## config.mk

```make
export PLATFORM = sky130hd
export DESIGN_NAME = hazard_unit_mp
export DESIGN_NICKNAME = d
export VERILOG_FILES = /design/src/rtl/hazard_unit_mp_pkg.sv /design/src/rtl/hazard_unit_mp_mc_busy_fsm.sv /design/src/rtl/hazard_unit_mp.sv
export SDC_FILE = /design/constraint.sdc
export NUM_CORES = 1
export LEC_CHECK = 0
export ABC_CLOCK_PERIOD_IN_PS = 1900
export CAP_MARGIN = 20
export CORE_ASPECT_RATIO = 0.9
export CORE_MARGIN = 4
export CORE_UTILIZATION = 38
export CTS_BUF_LIST = sky130_fd_sc_hd__clkbuf_4
export CTS_CLUSTER_SIZE = 30
export DETAILED_ROUTE_END_ITERATION = 8
export GPL_ROUTABILITY_DRIVEN = 0
export PLACE_DENSITY = 0.78
export SLEW_MARGIN = 20
export SYNTH_ARGS = -nofsm -noshare
export SYNTH_HDL_FRONTEND = slang
export SYNTH_SLANG_ARGS = --single-unit
```

## constraint.sdc

```tcl
create_clock -name clk_i -period 1.9 [get_ports clk_i]
set_input_delay 0.38 -clock clk_i [delete_from_list [all_inputs] [get_ports clk_i]]
set_output_delay 0.38 -clock clk_i [all_outputs]
set_load 0.02 [all_outputs]
```

## src/rtl/hazard_unit_mp_pkg.sv

```systemverilog
// Shared constants for the multi-port hazard unit: forward-select encoding,
// multi-cycle FSM state codes and default parameter values.
package hazard_unit_mp_pkg;

    localparam int unsigned NSRC_DEF         = 4;
    localparam int unsigned NWP_DEF          = 2;
    localparam int unsigned FWD_W_DEF        = 3;
    localparam int unsigned MC_LAT_DEF       = 4;
    localparam int unsigned USE_EXT_DONE_DEF = 0;
    localparam int unsigned CNT_W_DEF        = 16;

    localparam int FWD_RF = 0;

    function automatic int fwd_m_sel(input int p);
        return 1 + 2 * p;
    endfunction

    function automatic int fwd_w_sel(input int p);
        return 2 + 2 * p;
    endfunction

    typedef logic [1:0] mc_state_t;
    localparam mc_state_t ST_IDLE = 2'd0;
    localparam mc_state_t ST_BUSY = 2'd1;
    localparam mc_state_t ST_LAST = 2'd2;

endpackage

```

## src/rtl/hazard_unit_mp_mc_busy_fsm.sv

```systemverilog
// Multi-cycle execute tracker: holds F/D/E and bubbles M while a MUL/DIV
// is in flight, then gives one LAST cycle for the result to move to M.
module mc_busy_fsm
    import hazard_unit_mp_pkg::*;
#(
    parameter int unsigned MC_LAT       = MC_LAT_DEF,
    parameter int unsigned USE_EXT_DONE = USE_EXT_DONE_DEF
) (
    input  logic clk_i,
    input  logic reset_i,
    input  logic start_i,
    input  logic mc_done_i,
    output logic busy_stall_o,
    output logic bubble_m_o,
    output logic mc_busy_o
);

    localparam int unsigned CntW = (MC_LAT > 2) ? $clog2(MC_LAT - 1) : 1;

    mc_state_t         state_q, state_d;
    logic [CntW-1:0]   cnt_q, cnt_d;
    logic              done;

    assign done = (USE_EXT_DONE != 0) ? mc_done_i : (cnt_q == '0);

    always_comb begin
        state_d = state_q;
        cnt_d   = cnt_q;
        case (state_q)
            ST_IDLE: begin
                if (start_i) begin
                    state_d = ST_BUSY;
                    cnt_d   = CntW'(MC_LAT - 2);
                end
            end
            ST_BUSY: begin
                if (cnt_q != '0) cnt_d = cnt_q - 1'b1;
                if (done) state_d = ST_LAST;
            end
            // start_i here still belongs to the finishing instruction
            ST_LAST: state_d = ST_IDLE;
            default: state_d = ST_IDLE;
        endcase
    end

    always_ff @(posedge clk_i or posedge reset_i) begin
        if (reset_i) begin
            state_q <= ST_IDLE;
            cnt_q   <= '0;
        end else begin
            state_q <= state_d;
            cnt_q   <= cnt_d;
        end
    end

    assign busy_stall_o = (state_q == ST_BUSY);
    assign bubble_m_o   = (state_q == ST_BUSY);
    assign mc_busy_o    = (state_q != ST_IDLE);

endmodule

```

## src/rtl/hazard_unit_mp.sv

```systemverilog
// Pipeline hazard unit: multi-port forwarding, load-use and PC hazards,
// multi-cycle execute freeze and a saturating stall-cycle counter.
module hazard_unit_mp
    import hazard_unit_mp_pkg::*;
#(
    parameter int unsigned NSRC         = NSRC_DEF,
    parameter int unsigned NWP          = NWP_DEF,
    parameter int unsigned FWD_W        = FWD_W_DEF,
    parameter int unsigned MC_LAT       = MC_LAT_DEF,
    parameter int unsigned USE_EXT_DONE = USE_EXT_DONE_DEF,
    parameter int unsigned CNT_W        = CNT_W_DEF
) (
    input  logic                    clk_i,
    input  logic                    reset_i,
    input  logic [NSRC*NWP-1:0]     match_e_m_i,
    input  logic [NSRC*NWP-1:0]     match_e_w_i,
    input  logic [NWP-1:0]          reg_write_m_i,
    input  logic [NWP-1:0]          reg_write_w_i,
    input  logic [NSRC-1:0]         match_d_e_i,
    input  logic                    mem_to_reg_e_i,
    input  logic                    pcsrc_d_i,
    input  logic                    pcsrc_e_i,
    input  logic                    pcsrc_m_i,
    input  logic                    pcsrc_w_i,
    input  logic                    branch_taken_e_i,
    input  logic                    mc_start_e_i,
    input  logic                    mc_done_i,
    output logic [NSRC*FWD_W-1:0]   forward_e_o,
    output logic                    stall_f_o,
    output logic                    stall_d_o,
    output logic                    stall_e_o,
    output logic                    flush_d_o,
    output logic                    flush_e_o,
    output logic                    bubble_m_o,
    output logic                    mc_busy_o,
    output logic [CNT_W-1:0]        stall_count_o
);

    logic             ldstall, pcwr, mc_start, busy_stall;
    logic [CNT_W-1:0] stall_count_q, stall_count_d;

    // W candidates first, then M overrides; descending p leaves lowest p last
    for (genvar s = 0; s < NSRC; s++) begin : g_fwd
        logic [FWD_W-1:0] sel;
        always_comb begin
            sel = FWD_W'(FWD_RF);
            for (int p = NWP - 1; p >= 0; p--) begin
                if (match_e_w_i[s*NWP+p] && reg_write_w_i[p]) sel = FWD_W'(fwd_w_sel(p));
            end
            for (int p = NWP - 1; p >= 0; p--) begin
                if (match_e_m_i[s*NWP+p] && reg_write_m_i[p]) sel = FWD_W'(fwd_m_sel(p));
            end
        end
        assign forward_e_o[s*FWD_W +: FWD_W] = sel;
    end

    assign ldstall  = mem_to_reg_e_i & (|match_d_e_i);
    assign pcwr     = pcsrc_d_i | pcsrc_e_i | pcsrc_m_i;
    assign mc_start = mc_start_e_i & ~branch_taken_e_i & ~ldstall;

    mc_busy_fsm #(
        .MC_LAT       (MC_LAT),
        .USE_EXT_DONE (USE_EXT_DONE)
    ) u_mc_busy_fsm (
        .clk_i        (clk_i),
        .reset_i      (reset_i),
        .start_i      (mc_start),
        .mc_done_i    (mc_done_i),
        .busy_stall_o (busy_stall),
        .bubble_m_o   (bubble_m_o),
        .mc_busy_o    (mc_busy_o)
    );

    assign stall_f_o = ldstall | pcwr | busy_stall;
    assign stall_d_o = ldstall | busy_stall;
    assign stall_e_o = busy_stall;
    assign flush_d_o = pcwr | pcsrc_w_i | branch_taken_e_i;
    // E holds the multi-cycle instruction while busy, so it is never flushed then
    assign flush_e_o = (ldstall | branch_taken_e_i) & ~busy_stall;

    assign stall_count_d = (stall_f_o && (stall_count_q != '1)) ? stall_count_q + 1'b1
                                                                  : stall_count_q;

    always_ff @(posedge clk_i or posedge reset_i) begin
        if (reset_i) stall_count_q <= '0;
        else         stall_count_q <= stall_count_d;
    end

    assign stall_count_o = stall_count_q;

endmodule

```

==> results of run 1 <==
==> power groups by stage <==
stage               Sequential (mW)  Clock [mW]  Combinational, mW
floorplan                     0.750           0              0.424
global placement              0.662           0              0.918
detailed placement            0.668           0              0.948
CTS                           0.663       0.216              0.903
global route                  0.683       0.240              0.966
finish                        0.662       0.207              0.898
==> worst register-to-register path: cells and delay by family (launching register included) <==
family / cells / cell delay (ns)
AOI/OAI and AO/OA: 1 / 0.34
adders and majority gates: 1 / 0.27
DFF: 1 / 0.44
muxes: 1 / 0.38
and+or+nand+nor: 1 / 0.27
==> registers in the layout, summed over array words and instances (netlist names) <==
signal                 flops
stall_count_o             16
u_mc_busy_fsm.state_q      2
u_mc_busy_fsm.cnt_q        2
==> metrics by stage <==
step	setup TNS [ns]	cells	utilization, %
6_report	0	230	66.9
5_1_grt	0	230	66.9
4_1_cts	0	230	67.0
3_5_place_dp	-8.69	225	66.1
3_3_place_gp	-7.36	225	66.1
2_1_floorplan	0	119	-
==> cells in the final DEF, fill, tap and decap left out, types with 2 or more instances in the layout <==
master / netlist / layout
buf_2: 0 / 4
nand2_1: 19 / 19
and4_1: 7 / 7
clkdlybuf4s50_1: 0 / 41
nand4_1: 8 / 8
buf_4: 1 / 5
and2_1: 2 / 2
xor2_1: 3 / 3
nand2b_1: 2 / 2
a22oi_2: 0 / 4
nor2_1: 7 / 7
clkbuf_4: 0 / 3
ha_1: 2 / 2
inv_1: 4 / 4
nand3_1: 4 / 4
a21oi_1: 5 / 5
xnor2_1: 12 / 12
dfrtp_1: 20 / 20
dlygate4sd2_1: 0 / 17
and3_1: 3 / 3
clkdlybuf4s15_1: 0 / 2
==> cell families after synthesis <==
group	count (synthesis)	synth area share [%]
multiplexers	1	0.975
AND/OR/NAND/NOR	58	27.6
flip-flops	20	43.3
AO/OA/AOI/OAI	14	10.6
buffers and inverters	9	3.90
adder cells (fa/ha/maj)	2	2.17
XOR/XNOR	15	11.4
==> worst min path at each step <==
stage,slack [ns],from,cells after the start,endpoint
2_1_floorplan,0.34,reset_i,1,stall_count_o[0]$_DFFE_PP0P_
3_3_place_gp,0.48,u_mc_busy_fsm.state_q[1]$_DFFE_PP0P_,1,u_mc_busy_fsm.state_q[0]$_DFFE_PP0P_
3_5_place_dp,0.49,u_mc_busy_fsm.state_q[1]$_DFFE_PP0P_,1,u_mc_busy_fsm.state_q[0]$_DFFE_PP0P_
4_1_cts,0.41,reset_i,3,u_mc_busy_fsm.cnt_q[0]$_DFFE_PP0P_
5_1_grt,0.45,reset_i,3,u_mc_busy_fsm.cnt_q[0]$_DFFE_PP0P_
6_report,0.41,reset_i,3,u_mc_busy_fsm.cnt_q[0]$_DFFE_PP0P_
==> per-layer routing <==
layer  part of all wire [%]  vias to the layer above
met5                      0                        -
met4                   0.93                        0
met3                    3.4                        4
met2                     54                       25
met1                     42                      528
li1                       -                      564
==> what timing repair did <==
| item | 4_1_cts | 5_1_grt |
|---|---|---|
| setup buffers | 1 | 0 |
| gates resized for setup | 44 | 8 |
| pin swaps | 1 | 0 |
| endpoints found under the hold margin | 0 | 0 |
| cloned | 0 | 0 |
| endpoints found under the setup margin | 19 | 9 |
==> final cells by class <==
class	instances	area (um^2)	share of cell area [%]
multi-input combinational	90	634	33.4
tap	40	50.0	2.64
inverter	4	15.0	0.791
timing repair buffer	72	672	35.4
clock buffer	3	22.5	1.19
sequential	20	500	26.4
clock inverter	1	3.75	0.198
==> metrics.yaml, run 1 <==
status:
  status: "complete, no violations"
global_route:
  grt_pass1_wl_mm: 5.44
  grt_pass1_vias: 1179
  use_met3_pct: 3.95
  met2_usage_pct: 32.7
  grt_overflow: 0
  grtUsageTotal_pct: 18.0
  grt_util_met1_pct: 21.7
  grt_max_degree: 21
  gr-max-usage-layer: "met2"
  antenna_found_initial: 0
sta:
  worst_slack_ns: 0.0525
  hold_violations: 0
  slew_violations: 0
  hold_slack_ns: 0.409
  max_freq_ghz: 0.541
  tightest_slew_ns: 0.337
  finalCriticalPeriod_ns: 1.85
  finalCritPeriodShare_pct: 97.2
  clock_skew_ns: 0.00261
  maxSlewHeadroom_pct: 77.5
  setup_viol: 0
  rsz0062_at_grt: "no"
setup_path:
  reg2reg_slack_ns: 0.10
  worst-path-max-fanout: 2
  crit-reg2reg-launch: "stall_count_o[0]$_DFFE_PP0P_"
  worstSetupPathType: "in -> out"
  cp_top_family: "buffers and inverters"
  rr_worst_depth: 4
  slowest_delay_ns: 0.51
  crit_end: "forward_e_o[7]"
  worstPathBufferInverterCount: 2
  crit_cells: 4
  crit_arrival_ns: 1.47
  cp-end-kind: "output pin"
  reg2reg_to: "stall_count_o[1]$_DFFE_PP0P_"
  cp.required_ns: 1.52
  crit_chain: "clkdlybuf4s50_1 -> a22oi_2 -> a21oi_1 -> dlygate4sd2_1"
  critPathSlowestCell: "clkdlybuf4s50_1"
  startpoint: "match_e_m_i[5]"
  start_kind: "input port"
power_and_ir_drop:
  ir_drop_uv: 752
  power_mw: 1.77
  power_frac_seq_pct: 37.5
  power_density_mw_per_mm2: 931
  leakage_nw: 0.860
  combPwrFrac_pct: 50.8
  clkPwrFrac_pct: 11.7
  switching_share_pct: 40.3
  internal_power_mw: 1.05
  netSwitchingPower_uw: 712
detailed_routing:
  dr.pass1.iters: 4
  drt_iter0_markers: 70
  drc: 0
  avgRoutedWirePerCell_um: 14.5
  antenna_left: 0
  vias: 1121
  vias_per_cell: 4.87
  routed_wl_mm: 3.33
clock_tree:
  cts.hold.buffers_added: 0
  cts_tree: "yes"
  worstSkewPairLatency_ns: 0.30
  numCtsBuffers: 3
  cts_root_buffer: "clkbuf_4"
  h-tree-depth: 1
  cts_sinks: 20
  clock_path_buffers: 2
  clk_pin_slew_worst_paths_ns: 0.11
logic_synthesis:
  synth_area_leader_cell: "dfrtp_1"
  syn_area_per_cell_um2: 9.70
  synth_top_area_share_pct: 43.3
  synth_cells: 119
  syn_nets: 155
  synth_area_mm2: 0.00115
  synth_edf_count: 0
  synth_area_leaders: "dfrtp_1 43%, xnor2_1 9.1%, nand2_1 6.2%, and4_1 5.3%, nand4_1 4.3%"
  synth-seq-cells: 20
  async_reset_ff_share_pct: 100
  ys_seq_area_share_pct: 43.3
  ys_types: 30
  yosysWarnings: 0
  synth_ff_type: "dfrtp_1"
  yosysMostFrequentCell: "dfrtp_1"
  synth_top_cells_by_count: "20 x dfrtp_1, 19 x nand2_1, 12 x xnor2_1"
floorplanning:
  ios: 69
  core_mm2: 0.00284
  die_h_um: 60.3
  dieArea_mm2: 0.00399
  initial_utilization_pct: 40.7
  dieWidth_um: 66.1
  rows: 18
placement:
  dpl.hpwl_mm: 2.73
  place_ws_ns: -0.531
  io_buffers: 67
  postPlaceCellArea_mm2: 0.00188
worst_hold_path:
  min_path_type: "in -> async"
layout:
  nFillCells: 252
  nNetsFinal: 227
  fin_area_mm2: 0.00190
  drive_gt1_share_pct: 13.2
  n_antenna_cell: 0
  area_growth_pct: 64.4
flow_run:
  drv_cap: 0
Power figures use the tool's default switching activity.
==> inputs of run 2 (changes only) <==
--- a/config.mk
+++ b/config.mk
@@ -8,14 +8,15 @@
 export ABC_CLOCK_PERIOD_IN_PS = 1900
 export CAP_MARGIN = 20
 export CORE_ASPECT_RATIO = 0.9
-export CORE_MARGIN = 4
-export CORE_UTILIZATION = 38
+export CORE_MARGIN = 3
+export CORE_UTILIZATION = 41
 export CTS_BUF_LIST = sky130_fd_sc_hd__clkbuf_4
 export CTS_CLUSTER_SIZE = 30
 export DETAILED_ROUTE_END_ITERATION = 8
 export GPL_ROUTABILITY_DRIVEN = 0
-export PLACE_DENSITY = 0.78
+export PLACE_DENSITY = 0.8
 export SLEW_MARGIN = 20
 export SYNTH_ARGS = -nofsm -noshare
 export SYNTH_HDL_FRONTEND = slang
+export SYNTH_HIERARCHICAL = 1
 export SYNTH_SLANG_ARGS = --single-unit
==> run 2 against run 1 <==
  * Synthesized cell count up 11%
  * Combinational power grew 87%
  * Via count rose by 26%
  * Worst hold slack got worse by 0.14 ns
  * Cell count rose by 11%
  * Cell area is 13% higher
  * Largest power group unchanged
  * Sequential cell count is the same
  * Sequential power is 23% higher
  * Die area down 1.9%
==> metrics.yaml, run 2 <==
clock_tree:
  cts_sinks: 20
  clock_path_buffers: 2
  worstSkewPairLatency_ns: 0.31
  numCtsBuffers: 3
  h-tree-depth: 1
  cts.hold.buffers_added: 0
  cts_tree: "yes"
  clk_pin_slew_worst_paths_ns: 0.12
  cts_root_buffer: "clkbuf_4"
floorplanning:
  initial_utilization_pct: 45.1
  rows: 18
  die_h_um: 59.6
  core_mm2: 0.00291
  dieArea_mm2: 0.00391
  ios: 69
  dieWidth_um: 65.6
sta:
  finalCritPeriodShare_pct: 98.5
  max_freq_ghz: 0.534
  rsz0062_at_grt: "no"
  hold_slack_ns: 0.270
  hold_violations: 0
  slew_violations: 0
  finalCriticalPeriod_ns: 1.87
  maxSlewHeadroom_pct: 59.3
  tightest_slew_ns: 0.610
  setup_viol: 0
  clock_skew_ns: 0.00938
  fin_setup_tns_ns: 0
  worst_slack_ns: 0.0279
setup_path:
  crit_arrival_ns: 1.49
  crit-reg2reg-launch: "stall_count_o[4]$_DFFE_PP0P_"
  cp.required_ns: 1.52
  worst-path-max-fanout: 2
  start_kind: "input port"
  worstSetupPathType: "in -> out"
  startpoint: "match_e_m_i[1]"
  reg2reg_slack_ns: 0.09
  cp-end-kind: "output pin"
layout:
  n_antenna_cell: 0
  drive_gt1_share_pct: 24.5
  final_cell_mix: "41 x clkdlybuf4s50_1, 21 x nand2_1, 20 x buf_4, 20 x dfrtp_1, 15 x xor2_1"
  fin_area_mm2: 0.00215
  fin_util_pct: 74.1
  nNetsFinal: 253
  area_growth_pct: 64.4
  nFillCells: 218
  final_cells: 256
  multiInputGateArea_um2: 795
  largest_register_ffs: 16
  ff_latch_area_um2: 500
  final_common_cell: "clkdlybuf4s50_1"
logic_synthesis:
  synth_area_leaders: "dfrtp_1 38%, xor2_1 10%, nand2_1 6.0%, and4_1 4.0%, a211oi_1 3.4%"
  synth_ff_type: "dfrtp_1"
  synth_top_area_share_pct: 38.2
  syn_nets: 168
  ys_seq_area_share_pct: 38.2
  ys_types: 42
  syn_area_per_cell_um2: 9.92
  synth_edf_count: 0
  synth-seq-cells: 20
  synth_area_mm2: 0.00131
  synth_top_cells_by_count: "21 x nand2_1, 20 x dfrtp_1, 15 x xor2_1"
  synth_cells: 132
  async_reset_ff_share_pct: 100
  synth_area_leader_cell: "dfrtp_1"
  yosysMostFrequentCell: "nand2_1"
  yosysWarnings: 6
power_and_ir_drop:
  switching_share_pct: 44.5
  internal_power_mw: 1.50
  combPwrFrac_pct: 62.1
  power_mw: 2.70
  netSwitchingPower_mw: 1.20
  power_frac_seq_pct: 30.1
  power_density_mw_per_mm2: 1260
  leakage_nw: 0.943
  ir_drop_uv: 457
  clkPwrFrac_pct: 7.8
status:
  status: "complete, no violations"
detailed_routing:
  vias_per_cell: 5.50
  drc: 0
  avgRoutedWirePerCell_um: 16.1
  dr.pass1.iters: 4
  routed_wl_mm: 4.13
  antenna_left: 0
  vias: 1407
  drt_iter0_markers: 90
global_route:
  grt_pass1_wl_mm: 6.84
  grt_overflow: 0
  grt_max_degree: 17
  antenna_found_initial: 0
  grt_pass1_vias: 1524
  grtUsageTotal_pct: 22.9
placement:
  place_inst: 249
  io_buffers: 67
  dpl.hpwl_mm: 3.19
  postPlaceCellArea_mm2: 0.00211
  place_ws_ns: -0.557
worst_hold_path:
  min_path_type: "in -> async"
flow_run:
  drv_cap: 0
==> run 2: cell types whose count changed in the layout (fill, tap and decap cells not counted), sizes merged, moves of 5 or more <==
cell	before	now
xor2	3	15
nand4	8	3
xnor2	12	0
buf	10	25
dlygate4sd2	17	11
a211oi	0	6
==> run 2: power by group through the flow <==
stage	Clock (mW)	Sequential (mW)	Combinational, mW
after global routing	0.228	0.836	1.80
after global placement	0	0.797	1.62
after CTS	0.217	0.806	1.67
after detailed placement	0	0.815	1.69
after floorplan	0	1.02	0.642
final	0.212	0.813	1.68
==> run 2: cell families (layout without fill, tap and decap cells) <==
group / after synthesis / after routing / synth area share, %
flip-flops: 20 / 20 / 38.2
multiplexers: 1 / 1 / 1.15
XOR/XNOR: 15 / 15 / 10.0
AND/OR/NAND/NOR: 57 / 57 / 26.8
AO/OA/AOI/OAI: 25 / 25 / 17.2
buffers and inverters: 12 / 96 / 4.68
adder cells (fa/ha/maj): 2 / 2 / 1.91
==> run 2: path summary, 6_finish.rpt <==
check / cells after the start / endpoint
worst max-delay path: 4 / forward_e_o[2]
worst min-delay path: 2 / u_mc_busy_fsm/state_q[0]$_DFFE_PP0P_
worst max register to register: 5 / stall_count_o[1]$_DFFE_PP0P_
worst min register to register: 1 / stall_count_o[15]$_DFFE_PP0P_
max in group asynchronous: 2 / stall_count_o[9]$_DFFE_PP0P_
min in group clk_i: 1 / stall_count_o[15]$_DFFE_PP0P_
==> run 2: area by class of cell <==
type / instances / area share [%]
clock buffer: 3 / 1.05
clock inverter: 1 / 0.174
inverter: 6 / 1.05
multi-input combinational: 100 / 36.9
sequential: 20 / 23.2
tap: 40 / 2.32
timing repair buffer: 86 / 35.3
==> run 2: critical path: stages <==
cell and delay [ns]:
clkdlybuf4s50_1 0.44, a22oi_2 0.19, and4_1 0.22, clkdlybuf4s15_2 0.26
==> run 2: what timing repair did <==
action	in CTS	in global routing
endpoints found under the setup margin	21	11
pin swaps	5	5
buffers inserted	3	0
resized for setup	56	14
==> run 2: layer usage <==
layer  up-vias  global-route usage (%)  routed length [um]
li1        646                       -                   -
met1       668                    25.9                1640
met2        87                    42.0                2070
met3         6                    4.17                 355
met4         0                    10.7                  72
met5         -                       0                   0
==> inputs of run 3 (changes only) <==
--- a/config.mk
+++ b/config.mk
@@ -11,7 +11,6 @@
 export CORE_MARGIN = 3
 export CORE_UTILIZATION = 41
 export CTS_BUF_LIST = sky130_fd_sc_hd__clkbuf_4
-export CTS_CLUSTER_SIZE = 30
 export DETAILED_ROUTE_END_ITERATION = 8
 export GPL_ROUTABILITY_DRIVEN = 0
 export PLACE_DENSITY = 0.8
==> results of run 3 <==
Final layout, timing and power as in run 2 (identical DEF).
